<file path="src/rtl/b02_seq_ctrl.sv">
// b02_seq_ctrl: sequencing controller around the external b02 core.
// Feeds LINEA patterns, owns the STATO/U registers, counts hits and scans STATO.
module b02_seq_ctrl #(
    parameter int PAT_W = 32,
    parameter int LEN_W = 6,
    parameter int CNT_W = 16
) (
    input  logic             i_clock,
    input  logic             i_reset,
    input  logic             i_start,
    input  logic [LEN_W-1:0] i_pat_len,
    input  logic [PAT_W-1:0] i_pat_data,
    input  logic             i_scan_en,
    input  logic             i_scan_in,
    output logic             o_scan_out,
    output logic             o_core_linea,
    output logic [2:0]       o_core_stato_in,
    input  logic [2:0]       i_core_stato_nxt,
    input  logic             i_core_u_nxt,
    output logic             o_u_out,
    output logic [2:0]       o_state_out,
    output logic [CNT_W-1:0] o_hit_count,
    output logic             o_busy,
    output logic             o_done
);
    typedef enum logic [1:0] {IDLE, RUN, SCAN, FIN} state_t;
    localparam logic [LEN_W-1:0] PAT_W_L = LEN_W'(PAT_W);
    state_t           r_state, w_state_nxt;
    logic [2:0]       r_stato;
    logic             r_u;
    logic [PAT_W-1:0] r_shift;
    logic [LEN_W-1:0] r_cnt;
    logic [CNT_W-1:0] r_hits;
    logic             w_len_zero, w_accept, w_scan_shift;
    assign w_len_zero   = i_pat_len == '0;
    assign w_accept     = r_state == IDLE && !i_scan_en && i_start;
    // The entry edge from IDLE already shifts, so N scan cycles load N bits.
    assign w_scan_shift = i_scan_en && (r_state == IDLE || r_state == SCAN);
    always_comb begin
        w_state_nxt = r_state;
        case (r_state)
            IDLE:    w_state_nxt = i_scan_en ? SCAN : i_start ? (w_len_zero ? FIN : RUN) : IDLE;
            RUN:     w_state_nxt = r_cnt == LEN_W'(1) ? FIN : RUN;
            SCAN:    w_state_nxt = i_scan_en ? SCAN : IDLE;
            default: w_state_nxt = IDLE;
        endcase
    end
    always_ff @(posedge i_clock) begin
        if (i_reset) begin
            r_state <= IDLE;
            r_stato <= '0;
            r_u     <= 1'b0;
            r_shift <= '0;
            r_cnt   <= '0;
            r_hits  <= '0;
        end else begin
            r_state <= w_state_nxt;
            if (w_accept) begin
                r_hits <= '0;
                if (!w_len_zero) begin
                    r_shift <= i_pat_data;
                    r_cnt   <= i_pat_len > PAT_W_L ? PAT_W_L : i_pat_len;
                end
            end
            if (r_state == RUN) begin
                r_stato <= i_core_stato_nxt;
                r_u     <= i_core_u_nxt;
                r_shift <= r_shift >> 1;
                r_cnt   <= r_cnt - LEN_W'(1);
                if (i_core_u_nxt && !(&r_hits))
                    r_hits <= r_hits + CNT_W'(1);
            end
            if (w_scan_shift)
                r_stato <= {i_scan_in, r_stato[2:1]};
        end
    end
    assign o_scan_out      = r_stato[0];
    assign o_core_linea    = r_state == RUN ? r_shift[0] : 1'b0;
    assign o_core_stato_in = r_stato;
    assign o_u_out         = r_u;
    assign o_state_out     = r_stato;
    assign o_hit_count     = r_hits;
    assign o_busy          = r_state == RUN || r_state == SCAN;
    assign o_done          = r_state == FIN;
endmodule

</file>
<file path="config.mk">
export PLATFORM = sky130hd
export DESIGN_NAME = b02_seq_ctrl
export DESIGN_NICKNAME = d
export VERILOG_FILES = /design/src/rtl/b02_seq_ctrl.sv
export SDC_FILE = /design/constraint.sdc
export NUM_CORES = 1
export LEC_CHECK = 0
export ABC_AREA = 0
export BUFFER_PORTS_ARGS = -buffer_cell sky130_fd_sc_hd__buf_2
export CAP_MARGIN = 10
export CORE_ASPECT_RATIO = 1.25
export CORE_MARGIN = 5
export CORE_UTILIZATION = 50
export CTS_CLUSTER_DIAMETER = 60
export DETAILED_ROUTE_END_ITERATION = 10
export GPL_ROUTABILITY_DRIVEN = 0
export PLACE_DENSITY = 0.8
export SYNTH_ARGS = -nofsm -noshare
export SYNTH_HDL_FRONTEND = slang
export SYNTH_SLANG_ARGS = --single-unit
</file>
<file path="constraint.sdc">
create_clock -name i_clock -period 2.56 [get_ports i_clock]
set_clock_uncertainty 0.1 [all_clocks]
set_input_delay 0.512 -clock i_clock [delete_from_list [all_inputs] [get_ports i_clock]]
set_output_delay 0.512 -clock i_clock [all_outputs]
set_load 0.1 [all_outputs]
</file>
==> flow_metrics.py <==
metrics = {
    "synth": {
        "synthesis.instances": 373,
        "synth_area_sq_um": 3060,
        "syn_nets": 427,
        "synth_warnings": 0,
        "yosys_register_bits": 60,
        "synthArstFlopShare": 0,
        "synth_ff_type": "dfxtp_1",
        "syn_avg_cell_area_sq_um": 8.19,
        "synth.area.top_cells": "dfxtp_1 (39%), a311oi_1 (9.5%), nand2_1 (8.6%), nor2_1 (5.8%), ha_1 (2.9%)",
        "ys_types": 50,
        "yosysSeqAreaShare": 0.393,
        "synth_top_cell_area_share": 0.393,
        "synth_edf_count": 0,
        "yosys.area.top_type": "dfxtp_1",
    },
    "cts": {
        "cts-buffers-inserted": 9,
        "cts_max_path_buffers": 2,
        "cts-hold-fix-buffers": 0,
        "post_cts_buffers": 0,
        "clkLatencyLatePin_ps": 340,
        "cts-resized-gates": 0,
        "cts_tree": "done",
        "cts-root-buf": "clkbuf_8",
        "clk_pin_slew_ps": 60,
        "cts.sinks": 60,
        "cts_max_level": 3,
    },
    "sta": {
        "tightest_slew_ps": 593,
        "post-route-period-util": 0.917,
        "slew_headroom": 0.603,
        "worst_slack_ps": 212,
        "hold_violations": 0,
        "setup_viol": 0,
        "min_period_ps": 2350,
        "setup_tns_ps": 0,
        "clock.fmax_mhz": 426,
        "rsz0062_at_grt": "false",
        "maxSlewViolCount": 0,
    },
    "floorplanning": {
        "io_pins": 74,
        "die_height_um": 97.4,
        "die-area_sq_um": 7780,
        "start_util": 0.522,
        "die_w_um": 79.9,
        "std_cell_rows": 31,
        "coreArea_sq_um": 5860,
    },
    "detailed_routing": {
        "drc": 0,
        "vias_per_cell": 5.75,
        "ant_nets": 0,
        "routed_wl_mm": 7.61,
        "post_drt_wl_per_cell_um": 14.4,
        "vias": 3030,
        "firstDrtPassIters": 4,
        "drtIter0Drc": 193,
    },
    "place": {
        "dp_hpwl_mm": 5.23,
        "pre_cts_ws_ps": 392,
        "port_buffers": 73,
    },
    "global_routing": {
        "grt-ovfl-total": 0,
        "first_global_vias": 2832,
        "grtUsageTotal": 0.199,
        "grt_pass1_wl_mm": 12.6,
        "antenna_found_initial": 0,
        "grt_max_degree": 47,
    },
    "power_and_ir_drop": {
        "ir_worst_vdd_uv": 343,
        "power.density_nw_per_um2": 631,
        "p_leak_nw": 1.54,
    },
    "final_layout": {
        "drive_gt1_frac": 0.261,
        "nets": 494,
        "fin_util": 0.637,
        "n_antenna_cell": 0,
        "area_growth_syn_to_layout_pct": 22.0,
    },
    "flow_run": {
        "cap_violations": 0,
    },
    "setup_path": {
        "crit_path_max_fanout": 20,
        "r2r_setup_slack_ps": 340,
        "start_kind": "flop",
        "worstPathRequired_ps": 1950,
        "cp-end-kind": "output pin",
        "critPathArrivalTime_ps": 1740,
        "crit_type": "flop to output pin",
    },
    "worst_hold_path": {
        "hold_class": "primary input to flop",
    },
    "outcome": {
        "status": "finished clean",
    },
}
==> layout make-up <==
cell class / count / area, sq um
Fill cell: 516 / 2130
Clock buffer: 11 / 141
Multi-Input combinational cell: 276 / 1690
Tap cell: 82 / 103
Timing Repair Buffer: 85 / 483
Sequential cell: 60 / 1210
Clock inverter: 5 / 75.1
Inverter: 8 / 30.0
==> metrics by stage <==
step | hold slack [ps] | cells | total power [mW] | instance area (sq um)
after floorplan | 354 | 373 | 1.34 | 3060
after global placement | 342 | 511 | 1.42 | 3510
after detailed placement | 357 | 511 | 1.43 | 3510
after CTS | 299 | 527 | 2.38 | 3730
after global routing | 307 | 527 | 2.46 | 3730
final | 310 | 527 | 2.35 | 3730
==> Yosys cell counts, types with 3 or more instances <==
cell and instances:
nand2_1 70, clkbuf_1 16, nor4b_1 3, o21ai_0 3
a21oi_1 10, dfxtp_1 60, and2_1 5, xnor2_1 3
nor2b_1 3, a311oi_1 33, buf_4 4, o211ai_1 3
nand3_1 11, nor2_1 47, inv_1 7, nor3_1 9
nor3b_1 5, a221o_1 7, mux2i_1 4, nand4_1 4
ha_1 7, nor4_1 10, a211oi_1 10, a31oi_1 3
buf_2 8
==> worst paths after layout <==
kind,cells after the start,start,to
setup / recovery,4,r_state[0],o_core_linea
hold / removal,3,i_scan_in,o_core_stato_in[2]
setup reg to reg,8,r_state[0],r_shift[14]
hold reg to reg,2,o_u_out,o_u_out
==> registers in the layout, summed over array words and instances (netlist names) <==
name / cells
r_shift: 32
o_hit_count: 16
r_cnt: 6
o_core_stato_in: 3
r_state: 2
o_u_out: 1
==> placed cells by master (no fill, tap or decap), drive strengths merged, types with 4 or more instances in the layout <==
cell type	instances
buf	85
nand2	70
dfxtp	60
nor2	47
a311oi	33
nand3	11
nor4	11
clkbuf	11
a211oi	10
a21oi	10
nor3	9
inv	8
a221o	7
ha	7
nand4	6
nor3b	5
and2	5
mux2i	4
o21ai	4
==> critical path, cell delays in order, from the launching register on <==
cell,delay [ps]
dfxtp_1,430
ha_1,270
buf_4,290
and2_2,230
buf_12,180
==> cell families (layout without fill, tap and decap cells) <==
group	Yosys count	count (layout)	share of synthesized area
AND/OR/NAND/NOR	178	178	0.283
AO/OA/AOI/OAI	83	83	0.214
flip-flops	60	60	0.393
buffers and inverters	37	109	0.0561
adder cells (fa/ha/maj)	7	7	0.0287
multiplexers	5	5	0.0168
XOR/XNOR	3	3	0.00860
==> layer usage <==
metal	wire, um	global-route usage	part of all wire	up-vias
li1	-	-	-	1503
met4	160	0.0832	0.021	0
met5	0	0	0	-
met1	3120	0.235	0.41	1401
met3	546	0.0529	0.072	13
met2	3780	0.334	0.50	113
==> power by group <==
group	internal, mW	switching (mW)
sequential	0.999	0.0402
clock	0.570	0.367
combinational	0.131	0.245
No activity file was read; power rests on OpenSTA's default activity.
